### src/rtl/pwm_ramp_ctrl.sv
// PWM duty-cycle ramp controller: a config slave holds PERIOD/TARGET/STEP, and
// on start a master port programs the PWM peripheral and steps the duty up to TARGET.
module pwm_ramp_ctrl (
    input  logic        clk,
    input  logic        reset_n,
    input  logic        s_chipselect,
    input  logic [1:0]  s_address,
    input  logic        s_write,
    input  logic        s_read,
    input  logic [31:0] s_writedata,
    output logic [31:0] s_readdata,
    output logic        m_chipselect,
    output logic        m_write,
    output logic [1:0]  m_address,
    output logic [31:0] m_writedata,
    output logic [3:0]  m_byteenable,
    output logic        busy,
    output logic        done_irq
);

    typedef enum logic [2:0] {
        IDLE,
        WR_PER,
        WR_DUTY0,
        WR_EN,
        WAIT,
        WR_STEP,
        WR_DIS
    } state_t;

    localparam logic [1:0] PWM_DIV  = 2'd0;
    localparam logic [1:0] PWM_DUTY = 2'd1;
    localparam logic [1:0] PWM_CTRL = 2'd2;

    state_t      state_q, state_d;
    logic [31:0] period_q, period_d;
    logic [31:0] target_q, target_d;
    logic [31:0] step_q, step_d;
    logic [31:0] w_period_q, w_period_d;
    logic [31:0] w_target_q, w_target_d;
    logic [15:0] w_step_q, w_step_d;
    logic [15:0] w_intv_q, w_intv_d;
    logic [31:0] cur_duty_q, cur_duty_d;
    logic [15:0] cnt_q, cnt_d;
    logic        busy_q, busy_d;
    logic        done_q, done_d;
    logic        m_write_q, m_write_d;
    logic [1:0]  m_address_q, m_address_d;
    logic [31:0] m_writedata_q, m_writedata_d;

    logic        slave_wr;
    logic        ctrl_wr;
    logic        start_req;
    logic        abort_req;
    logic        clear_req;
    logic [15:0] step_eff;
    logic [15:0] intv_eff;
    logic [32:0] duty_sum;
    logic [31:0] duty_next;
    logic        complete;
    logic        start_accept;

    assign slave_wr  = s_chipselect & s_write;
    assign ctrl_wr   = slave_wr && (s_address == 2'd3);
    assign start_req = ctrl_wr & s_writedata[0] & ~s_writedata[1];
    assign abort_req = ctrl_wr & s_writedata[1];
    assign clear_req = ctrl_wr & s_writedata[2];

    // Zero step or interval would stall the ramp, so both are floored at one.
    assign step_eff  = (w_step_q == 16'd0) ? 16'd1 : w_step_q;
    assign intv_eff  = (w_intv_q == 16'd0) ? 16'd1 : w_intv_q;
    assign duty_sum  = {1'b0, cur_duty_q} + {17'd0, step_eff};
    assign duty_next = (duty_sum > {1'b0, w_target_q}) ? w_target_q : duty_sum[31:0];

    // Slave register file.
    always_comb begin
        period_d = period_q;
        target_d = target_q;
        step_d   = step_q;
        if (slave_wr) begin
            case (s_address)
                2'd0:    period_d = s_writedata;
                2'd1:    target_d = s_writedata;
                2'd2:    step_d   = s_writedata;
                default: ;
            endcase
        end
    end

    always_comb begin
        s_readdata = 32'h0;
        if (s_read && s_chipselect) begin
            case (s_address)
                2'd0:    s_readdata = period_q;
                2'd1:    s_readdata = target_q;
                2'd2:    s_readdata = step_q;
                default: s_readdata = {30'd0, done_q, busy_q};
            endcase
        end
    end

    // Sequencer next-state and next-output logic.
    always_comb begin
        state_d       = state_q;
        w_period_d    = w_period_q;
        w_target_d    = w_target_q;
        w_step_d      = w_step_q;
        w_intv_d      = w_intv_q;
        cur_duty_d    = cur_duty_q;
        cnt_d         = cnt_q;
        busy_d        = busy_q;
        m_write_d     = 1'b0;
        m_address_d   = 2'd0;
        m_writedata_d = 32'd0;
        complete      = 1'b0;
        start_accept  = 1'b0;

        case (state_q)
            IDLE: begin
                if (start_req) begin
                    start_accept  = 1'b1;
                    state_d       = WR_PER;
                    w_period_d    = period_q;
                    w_target_d    = target_q;
                    w_step_d      = step_q[15:0];
                    w_intv_d      = step_q[31:16];
                    cur_duty_d    = 32'd0;
                    busy_d        = 1'b1;
                    m_write_d     = 1'b1;
                    m_address_d   = PWM_DIV;
                    m_writedata_d = period_q;
                end
            end
            WR_PER: begin
                state_d       = WR_DUTY0;
                m_write_d     = 1'b1;
                m_address_d   = PWM_DUTY;
                m_writedata_d = 32'd0;
            end
            WR_DUTY0: begin
                state_d       = WR_EN;
                m_write_d     = 1'b1;
                m_address_d   = PWM_CTRL;
                m_writedata_d = 32'd1;
            end
            WR_EN, WR_STEP: begin
                if (cur_duty_q >= w_target_q) begin
                    complete = 1'b1;
                    state_d  = IDLE;
                    busy_d   = 1'b0;
                end else if (intv_eff == 16'd1) begin
                    state_d       = WR_STEP;
                    cur_duty_d    = duty_next;
                    m_write_d     = 1'b1;
                    m_address_d   = PWM_DUTY;
                    m_writedata_d = duty_next;
                end else begin
                    // WAIT covers the I_eff-1 idle cycles between duty writes.
                    state_d = WAIT;
                    cnt_d   = intv_eff - 16'd2;
                end
            end
            WAIT: begin
                if (cnt_q == 16'd0) begin
                    state_d       = WR_STEP;
                    cur_duty_d    = duty_next;
                    m_write_d     = 1'b1;
                    m_address_d   = PWM_DUTY;
                    m_writedata_d = duty_next;
                end else begin
                    cnt_d = cnt_q - 16'd1;
                end
            end
            WR_DIS: begin
                state_d    = IDLE;
                busy_d     = 1'b0;
                cur_duty_d = 32'd0;
            end
            default: begin
                state_d = IDLE;
                busy_d  = 1'b0;
            end
        endcase

        // Abort overrides whatever the sequencer planned, including a start.
        if (abort_req) begin
            state_d       = WR_DIS;
            busy_d        = busy_q;
            cur_duty_d    = 32'd0;
            complete      = 1'b0;
            start_accept  = 1'b0;
            m_write_d     = 1'b1;
            m_address_d   = PWM_CTRL;
            m_writedata_d = 32'd0;
        end
    end

    always_comb begin
        done_d = done_q;
        if (clear_req || start_accept) begin
            done_d = 1'b0;
        end
        if (complete) begin
            done_d = 1'b1;
        end
    end

    always_ff @(posedge clk or negedge reset_n) begin
        if (!reset_n) begin
            state_q       <= IDLE;
            period_q      <= 32'd0;
            target_q      <= 32'd0;
            step_q        <= 32'd0;
            w_period_q    <= 32'd0;
            w_target_q    <= 32'd0;
            w_step_q      <= 16'd0;
            w_intv_q      <= 16'd0;
            cur_duty_q    <= 32'd0;
            cnt_q         <= 16'd0;
            busy_q        <= 1'b0;
            done_q        <= 1'b0;
            m_write_q     <= 1'b0;
            m_address_q   <= 2'd0;
            m_writedata_q <= 32'd0;
        end else begin
            state_q       <= state_d;
            period_q      <= period_d;
            target_q      <= target_d;
            step_q        <= step_d;
            w_period_q    <= w_period_d;
            w_target_q    <= w_target_d;
            w_step_q      <= w_step_d;
            w_intv_q      <= w_intv_d;
            cur_duty_q    <= cur_duty_d;
            cnt_q         <= cnt_d;
            busy_q        <= busy_d;
            done_q        <= done_d;
            m_write_q     <= m_write_d;
            m_address_q   <= m_address_d;
            m_writedata_q <= m_writedata_d;
        end
    end

    assign m_write      = m_write_q;
    assign m_chipselect = m_write_q;
    assign m_address    = m_address_q;
    assign m_writedata  = m_writedata_q;
    assign m_byteenable = m_write_q ? 4'hF : 4'h0;
    assign busy         = busy_q;
    assign done_irq     = done_q;

endmodule

### config.mk
export PLATFORM = sky130hd
export DESIGN_NAME = pwm_ramp_ctrl
export DESIGN_NICKNAME = d
export VERILOG_FILES = /design/src/rtl/pwm_ramp_ctrl.sv
export SDC_FILE = /design/constraint.sdc
export NUM_CORES = 1
export LEC_CHECK = 0
export ABC_CLOCK_PERIOD_IN_PS = 6180
export BUFFER_PORTS_ARGS = -buffer_cell sky130_fd_sc_hd__buf_2
export CORE_UTILIZATION = 40
export DETAILED_ROUTE_END_ITERATION = 10
export GPL_TIMING_DRIVEN = 0
export SLEW_MARGIN = 20
export SYNTH_ARGS = -nofsm -noshare
export SYNTH_HDL_FRONTEND = slang
export SYNTH_SLANG_ARGS = --single-unit
### constraint.sdc
create_clock -name clk -period 6.18 [get_ports clk]
set_clock_uncertainty 0.05 [all_clocks]
set_input_delay 0.309 -clock clk [delete_from_list [all_inputs] [get_ports clk]]
set_output_delay 0.309 -clock clk [all_outputs]
set_load 0.02 [all_outputs]
# ---- After elaboration in Yosys (flattened, before gate mapping)
# Index checks and enable logic that the tools add are counted.
dict set report word_totals {
  ff_bits 248
  latch_bits 0
  n_memories 0
  elab_cells 117
  inputBits 39
  ramBits 0
  mem_bits_ro 0
  out_inout_bits 74
}
dict set report classes {
  multipliers 0
  add_sub_neg 3
  reduce_logical 22
  bitwise 8
  n_lt_le_gt_ge 2
  div_mod_pow 0
  shift 0
  n_mux 49
  n_eq_ne 19
}
# cell n
set op_table {}
lappend op_table {{$mux 32} 12}
lappend op_table {{$pmux 32 s4} 2}
lappend op_table {{$pmux 32 s3} 1}
lappend op_table {{$mux 16} 5}
lappend op_table {{$logic_not 16->1} 3}
lappend op_table {{$add 32x16->33} 1}
lappend op_table {{$gt 33x32->1} 1}
lappend op_table {{$ge 32x32->1} 1}
lappend op_table {{$pmux 16 s2} 1}
lappend op_table {{$mux 1} 18}
lappend op_table {{$eq 16x1->1 const B} 1}
lappend op_table {{$sub 16x1->16 const B} 1}
lappend op_table {{$sub 16x2->16 const B} 1}
lappend op_table {{$pmux 3 s5} 1}
lappend op_table {{$mux 3} 4}
lappend op_table {{$ne 3x3->1 const B} 4}
lappend op_table {{$ne 2x2->1 const B} 5}
lappend op_table {{$reduce_and 2->1} 5}
lappend op_table {{$eq 3x3->1 const B} 3}
lappend op_table {{$pmux 2 s4} 1}
lappend op_table {{$reduce_and 4->1} 2}
lappend op_table {{$eq 3x2->1 const B} 2}
lappend op_table {{$and 1x1->1} 5}
lappend op_table {{$reduce_and 5->1} 1}
lappend op_table {{16 further kinds} 22}

# ---- Longest topological paths before layout
# Gate-level depths: netlist of run 1.
dict set report depth {
  word_depth 10
  mapped_depth 21
  depth_no_buf 20
}

# ---- Worst setup path before layout of run 1
# Ideal clock, no wire load.
dict set report synth_timing {
  kind {register -> register}
  from {register w_step_q[8]}
  to {register m_writedata_q[15] (netlist: m_writedata[15])}
  path_buffers 1
  path_stages_with_launch 22
  setup_ns 0.132
  setup_slack_ns 1.559
  t_required_ns 5.998
  synth_period_minus_slack_ns 4.621
  arrival_ns 4.439
  path_cell_list {dfrtp_1 > nor4_1 > a41o_1 > ha_1 > inv_1 > fa_1 > nand2b_1 > a21o_1 > a21oi_2 > a211oi_4 > nor4b_1 > xor2_1 > ha_1 > a21oi_1 > o21ai_0 > a221oi_1 > o21ai_0 > a22oi_2 > nand2_8 > buf_8 > mux2i_1 > o21ai_1}
}
dict set report synth_between {
  elab_chain_cells 9
}
# item line_no
set synth_lines {}
lappend synth_lines {{start: declaration} 41} ;# logic [15:0] w_step_q, w_step_d;
lappend synth_lines {{start signal: assignment} 232} ;# w_step_q <= w_step_d;
lappend synth_lines {{$logic_not 16->1} 70} ;# assign step_eff = (w_step_q == 16'd0) ? 16'd1 : w_step_q;
lappend synth_lines {{$mux 16 *} 70}
lappend synth_lines {{$add 32x16->33 *} 72} ;# assign duty_sum = {1'b0, cur_duty_q} + {17'd0, step_eff};
lappend synth_lines {{$gt 33x32->1} 73} ;# assign duty_next = (duty_sum > {1'b0, w_target_q}) ? w_target_q : duty_sum[31:0];
lappend synth_lines {{$mux 32 *} 73}
lappend synth_lines {{$mux 32} 151} ;# end else if (intv_eff == 16'd1) begin
lappend synth_lines {{$mux 32} 147} ;# if (cur_duty_q >= w_target_q) begin
lappend synth_lines {{$pmux 32 s4 *} 118} ;# case (state_q)
lappend synth_lines {{$mux 32 *} 186} ;# if (abort_req) begin
lappend synth_lines {{net m_writedata_d[15]} 49} ;# logic [31:0] m_writedata_q, m_writedata_d;
lappend synth_lines {{end signal: assignment} 240} ;# m_writedata_q <= m_writedata_d;
lappend synth_lines {{end: declaration} 49}
# The timed path passes the listed nets; every way through them passes the cells marked *.
# A chain may end at the register's enable or synchronous reset.

# ---- Worst setup path in the final report of run 1
dict set report layout_timing {
  from {register w_step_q[12]}
  to {register m_writedata_q[0] (netlist: m_writedata[0])}
}
# The elaborated chain is that of the path after synthesis.

==> flow_metrics.env, run 1 <==
export IMPL_status="finished clean"
export IMPL_yosysUniqueCellTypes=75
export IMPL_power_leakage_uw=0.00790
export IMPL_drt_iter0_drc=977
export IMPL_drt_wl_total_um=40900
export IMPL_htreeDepth=1
export IMPL_antenna_found_initial=0
export IMPL_relSlewSlack=0.306
export IMPL_root_buffer="clkbuf_16"
export IMPL_clk_insertion_delay_late_ps=550
export IMPL_die_w_um=189
export IMPL_start_kind="flip-flop"
export IMPL_core_um2=34500
export IMPL_crit_start="w_step_q[12]"
export IMPL_route_met3_wl_um=2840
export IMPL_multi_input_area_um2=7150
export IMPL_mostFrequentLayoutCells="248 x dfrtp_1, 244 x nand2_1, 124 x buf_2, 120 x nor2_1, 97 x mux2_2"
export IMPL_antenna_cells=0
export IMPL_grt_max_degree=91
export IMPL_crit_fanout=7
export IMPL_netlist_instances=1465
export IMPL_ys_seq_elements=248
export IMPL_grt_pass1_wl_um=64400
export IMPL_ios=113
export IMPL_syn_cell_area_um2=14000
export IMPL_viasPerCell=5.36
export IMPL_drive_gt1_frac=0.187
export IMPL_hpwl_um=30000
export IMPL_synthFlopType="dfrtp_1"
export IMPL_async_flop_share=1.00
export IMPL_clkSlewWorstSetupHoldPaths_ps=60
export IMPL_post_route_min_period_ps=5950
export IMPL_met1_length_um=19000
export IMPL_ant_nets=0
export IMPL_grt_ovfl_total=0
export IMPL_layout_commonest_cell="dfrtp_1"
export IMPL_track_usage=0.231
export IMPL_p_per_area_nw_per_um2=357
export IMPL_gp_congestion=0.917
export IMPL_wl_met2_um=18500
export IMPL_initial_core_util=0.405
export IMPL_pre_cts_slack_ps=47.5
export IMPL_dr_max_layer_used="met4"
export IMPL_peakVddDrop_mv=0.280
export IMPL_endpoint="m_writedata[0]"
export IMPL_finalCritPeriodShare=0.963
export IMPL_drc=0
export IMPL_synth_edf_count=0
export IMPL_hold_viol=0
export IMPL_setup_slack_ps=227
export IMPL_yosysSeqAreaShare=0.445
export IMPL_cts_sinks=248
export IMPL_n_fill_cell=3261
export IMPL_rsz0062_at_grt="no"
export IMPL_maxCapViolations=0
export IMPL_fmaxAchievable_mhz=168
export IMPL_synthToLayoutAreaGrowth_pct=18.2
export IMPL_port_buffers=110
export IMPL_cts_tree="built"
export IMPL_die_area_um2=35600
export IMPL_routedWlPerCell_um=19.4
export IMPL_synth_warnings=0
export IMPL_cts_buffer_depth=3
export IMPL_firstDrtPassIters=5
export IMPL_grt_pass1_vias=11150
export IMPL_crit_required_ps=6480
export IMPL_slew_violations=0
export IMPL_hp_class="input pin to flip-flop"
export IMPL_vias=11340
export IMPL_timing_rr_start="w_step_q[12]"
export IMPL_die_h_um=189
export IMPL_fin_hold_ws_ps=6.38
export IMPL_arrival_ps=6250
export IMPL_r2r_end="m_writedata[0]"
export IMPL_path_class="flip-flop to flip-flop"
export IMPL_rrSetupSlack_ps=230
export IMPL_num_rows=68
export IMPL_fin_nets=1760
export IMPL_seq_area_um2=6210
export IMPL_fin_tns_setup_ps=0
export IMPL_r2r_worst_path_cells=21
export IMPL_tightest_slew_ps=1040
export IMPL_setup_violations=0
export IMPL_syn_nets=1587
export IMPL_cts_buffers_inserted=29
export IMPL_cp_end_kind="flip-flop"
export IMPL_syn_mean_instance_area_um2=9.53
## per-layer routing
layer,up-vias,global-route usage
met4,0,0.0416
met5,-,0
met1,5497,0.330
met2,331,0.365
li1,5464,-
met3,48,0.0447
## power by group
| group | switching, uW | internal [uW] |
|---|---|---|
| clock | 704 | 1160 |
| sequential | 312 | 1990 |
| combinational | 1060 | 683 |
| total | 2070 | 3820 |
## stage by stage
stage | total power (uW) | instance area, um2 | util | cells
5_1_grt | 6250 | 16500 | 0.479 | 2114
6_report | 5890 | 16500 | 0.479 | 2114
3_3_place_gp | 3970 | 15100 | 0.438 | 2030
3_5_place_dp | 4010 | 15100 | 0.440 | 2032
4_1_cts | 5910 | 16500 | 0.478 | 2112
2_1_floorplan | 3440 | 14000 | - | 1465
## registers in the layout (all words and copies together) (netlist names)
signal,count
cur_duty_q,32
m_writedata,32
period_q,32
step_q,32
target_q,32
w_target_q,32
cnt_q,16
w_intv_q,16
w_step_q,16
state_q,3
m_address,2
busy,1
done_irq,1
m_chipselect,1
## logic make-up after synthesis
| family | Yosys count | synth area share |
|---|---|---|
| multiplexers | 155 | 0.122 |
| adder cells (fa/ha/maj) | 83 | 0.0749 |
| flip-flops | 248 | 0.445 |
| AO/OA/AOI/OAI | 303 | 0.129 |
| AND/OR/NAND/NOR | 495 | 0.159 |
| buffers and inverters | 138 | 0.0440 |
| XOR/XNOR | 43 | 0.0270 |
## critical path, cell delays in order, from the launching register on
cell and delay [ps]:
dfrtp_1 390, nor3_1 510, a41o_1 260, ha_1 200, inv_1 70, fa_1 400
nand2b_1 180, a21o_1 200, a211oi_1 330, o21ai_0 170, mux2i_1 140, nor3_1 440
ha_1 210, nand4_1 240, nor4_2 620, o31ai_1 250, nand3_1 160, a22oi_2 80
buf_12 160, nand2_8 110, mux2i_1 350, o32ai_1 220
## layout make-up
type,count,area share
well taps,455,0.0345
inverters,47,0.0107
flip-flops and latches,248,0.376
multi-input cells,1079,0.433
plain buffers,91,0.0265
repair buffers,142,0.0560
clock inverters,16,0.0148
clock buffers,36,0.0480
## cells in the mapped netlist, types with 25 or more instances
cell type / number / area share
dfrtp_1: 248 / 0.44
nand2_1: 244 / 0.066
nor2_1: 120 / 0.032
mux2_2: 97 / 0.078
a21oi_1: 82 / 0.029
ha_1: 82 / 0.073
o21ai_0: 82 / 0.029
mux2i_1: 56 / 0.040
clkbuf_1: 52 / 0.014
inv_1: 47 / 0.013
o21ai_1: 47 / 0.017
nor3_1: 29 / 0.010
xor2_1: 25 / 0.016
## repair_timing
action,CTS,global route
pin swaps,0,1
buffers inserted,0,2
gates resized for setup,1,0
endpoints found under the hold margin,166,0
setup endpoints to repair,1,56
hold buffers,28,0
## worst min-delay path by stage
stage / end / start / cells past startpoint
after global placement: w_step_q[0] / w_step_q[0] / 2
after CTS: step_q[24] / s_writedata[24] / 2
after floorplan: busy / reset_n / 0
after global routing: step_q[24] / s_writedata[24] / 2
after detailed placement: cnt_q[8] / reset_n / 1
final: step_q[24] / s_writedata[24] / 2
No activity file was read; power rests on OpenSTA's default activity.
==> inputs of run 2 (changes only) <==
--- a/config.mk
+++ b/config.mk
@@ -5,9 +5,9 @@
 export SDC_FILE = /design/constraint.sdc
 export NUM_CORES = 1
 export LEC_CHECK = 0
-export ABC_CLOCK_PERIOD_IN_PS = 6180
+export ABC_CLOCK_PERIOD_IN_PS = 7700
 export BUFFER_PORTS_ARGS = -buffer_cell sky130_fd_sc_hd__buf_2
-export CORE_UTILIZATION = 40
+export CORE_UTILIZATION = 35
 export DETAILED_ROUTE_END_ITERATION = 10
 export GPL_TIMING_DRIVEN = 0
 export SLEW_MARGIN = 20
==> constraint.sdc (replaced) <==
create_clock -name clk -period 7.7 [get_ports clk]
set_clock_uncertainty 0.05 [all_clocks]
set_input_delay 0.385 -clock clk [delete_from_list [all_inputs] [get_ports clk]]
set_output_delay 0.385 -clock clk [all_outputs]
set_load 0.02 [all_outputs]
==> flow_metrics.env, run 2 (synthesis results as in run 1) <==
export IMPL_status="finished clean"
export IMPL_start_kind="flip-flop"
export IMPL_ant_nets=0
export IMPL_core_um2=39000
export IMPL_port_buffers=110
export IMPL_relSlewSlack=0.272
export IMPL_endpoint="m_writedata[5]"
export IMPL_grt_pass1_vias=11256
export IMPL_clkSlewWorstSetupHoldPaths_ps=60
export IMPL_n_fill_cell=3883
export IMPL_crit_slowest_cell="nor4_1"
export IMPL_antenna_cells=0
export IMPL_path_class="flip-flop to flip-flop"
export IMPL_grt_max_degree=95
export IMPL_crit_start="w_step_q[1]"
export IMPL_viasPerCell=5.30
export IMPL_fin_area_um2=16300
export IMPL_vias=11388
export IMPL_post_cts_buffers=0
export IMPL_cts_sinks=248
export IMPL_antenna_found_initial=1
export IMPL_p_per_area_nw_per_um2=295
export IMPL_rsz0062_at_grt="no"
export IMPL_timing_rr_start="w_step_q[1]"
export IMPL_hold_buffers=2
export IMPL_grt_ovfl_total=0
export IMPL_finalCritPeriodShare=0.805
export IMPL_drc=0
export IMPL_cts_resized=0
export IMPL_firstDrtPassIters=5
export IMPL_drt_wl_total_um=42300
export IMPL_maxCapViolations=0
export IMPL_tightest_slew_ps=1090
export IMPL_fmaxAchievable_mhz=161
export IMPL_power_uw=4820
export IMPL_rrSetupSlack_ps=1500
export IMPL_hp_class="input pin to flip-flop"
export IMPL_mostFrequentLayoutCells="248 x dfrtp_1, 244 x nand2_1, 124 x buf_2, 120 x nor2_1, 97 x mux2_2"
export IMPL_final_cells=2149
export IMPL_cts_buffer_depth=3
export IMPL_layout_commonest_cell="dfrtp_1"
export IMPL_hold_viol=0
export IMPL_r2r_worst_path_cells=20
export IMPL_hpwl_um=30900
export IMPL_track_usage=0.209
export IMPL_setup_violations=0
export IMPL_gp_congestion=0.907
export IMPL_num_rows=72
export IMPL_cp_end_kind="flip-flop"
export IMPL_drt_iter0_drc=837
export IMPL_routedWlPerCell_um=19.7
export IMPL_seq_area_um2=6210
export IMPL_htreeDepth=1
export IMPL_peakVddDrop_mv=0.188
export IMPL_die_h_um=202
export IMPL_r2r_end="m_writedata[5]"
export IMPL_root_buffer="clkbuf_16"
export IMPL_fin_tns_setup_ps=0
export IMPL_clk_insertion_delay_late_ps=570
export IMPL_arrival_ps=6570
export IMPL_crit_path_max_incr_delay_ps=810
export IMPL_post_place_cells=2095
export IMPL_fin_nets=1732
export IMPL_cts_tree="built"
export IMPL_synthToLayoutAreaGrowth_pct=17.1
export IMPL_drive_gt1_frac=0.188
export IMPL_cts_buffers_inserted=29
export IMPL_die_w_um=202
export IMPL_die_area_um2=40700
export IMPL_slew_violations=0
export IMPL_post_route_min_period_ps=6200
export IMPL_dpl_cell_area_um2=15200
export IMPL_grt_pass1_wl_um=66100
export IMPL_cp_cell_sequence="nor4_1, a41o_1, ha_1, inv_1, fa_1, nand2b_1, a21o_1, a211oi_1, o21ai_0, mux2i_1, nor3_1, ha_1, nand4_1, nor4_1, a21boi_0, a22oi_2, nand2_8, buf_8, mux2i_1, o21ai_1"
export IMPL_power_leakage_uw=0.00781
export IMPL_crit_fanout=10
export IMPL_ios=113
export IMPL_multi_input_area_um2=7150
export IMPL_crit_required_ps=8070
export IMPL_initial_core_util=0.358
## run 2: cell type report
| class | count | share of cell area |
|---|---|---|
| plain buffers | 91 | 0.0268 |
| clock buffers | 35 | 0.0470 |
| clock inverters | 17 | 0.0200 |
| inverters | 47 | 0.0108 |
| multi-input cells | 1079 | 0.437 |
| flip-flops and latches | 248 | 0.380 |
| well taps | 518 | 0.0397 |
| repair buffers | 114 | 0.0389 |
## run 2: routing by layer
metal	up-vias	track usage	routed length, um
met5	-	0	0
met4	0	0.0655	1160
met3	61	0.0275	2210
met2	295	0.332	19100
met1	5615	0.295	19800
li1	5417	-	-
## run 2: power by group
part	leakage [uW]	switching [uW]	internal, uW
logic	0.00417	848	539
clock network	0.000534	585	1010
registers	0.00311	247	1590
total	0.00781	1680	3140
## run 2: stage by stage
stage	utilization	setup slack [ps]	hold slack [ps]
detailed placement	0.390	1460	314
global route	0.419	1090	22.0
floorplan	-	3080	39.4
CTS	0.419	1420	0.905
global placement	0.389	1490	425
finish	0.419	1500	27.4
## run 2: how the worst min path moves through the flow
stage / start / endpoint / slack, ps / depth (start not counted)
2_1_floorplan: reset_n / busy / 40 / 0
3_3_place_gp: step_q[11] / w_step_q[11] / 430 / 2
3_5_place_dp: reset_n / m_writedata[13] / 310 / 1
4_1_cts: s_writedata[5] / target_q[5] / 0.9 / 2
5_1_grt: s_writedata[5] / target_q[5] / 20 / 2
6_report: s_writedata[5] / target_q[5] / 30 / 2
## run 2: worst max-delay path, delay by kind of cell, from the launching register on
family                     cells  cell delay, ps
DFF                            1             410
and+or+nand+nor                6            2160
adders and majority gates      3             810
buffers and inverters          2             260
AOI/OAI and AO/OA              7            1900
muxes                          2             410
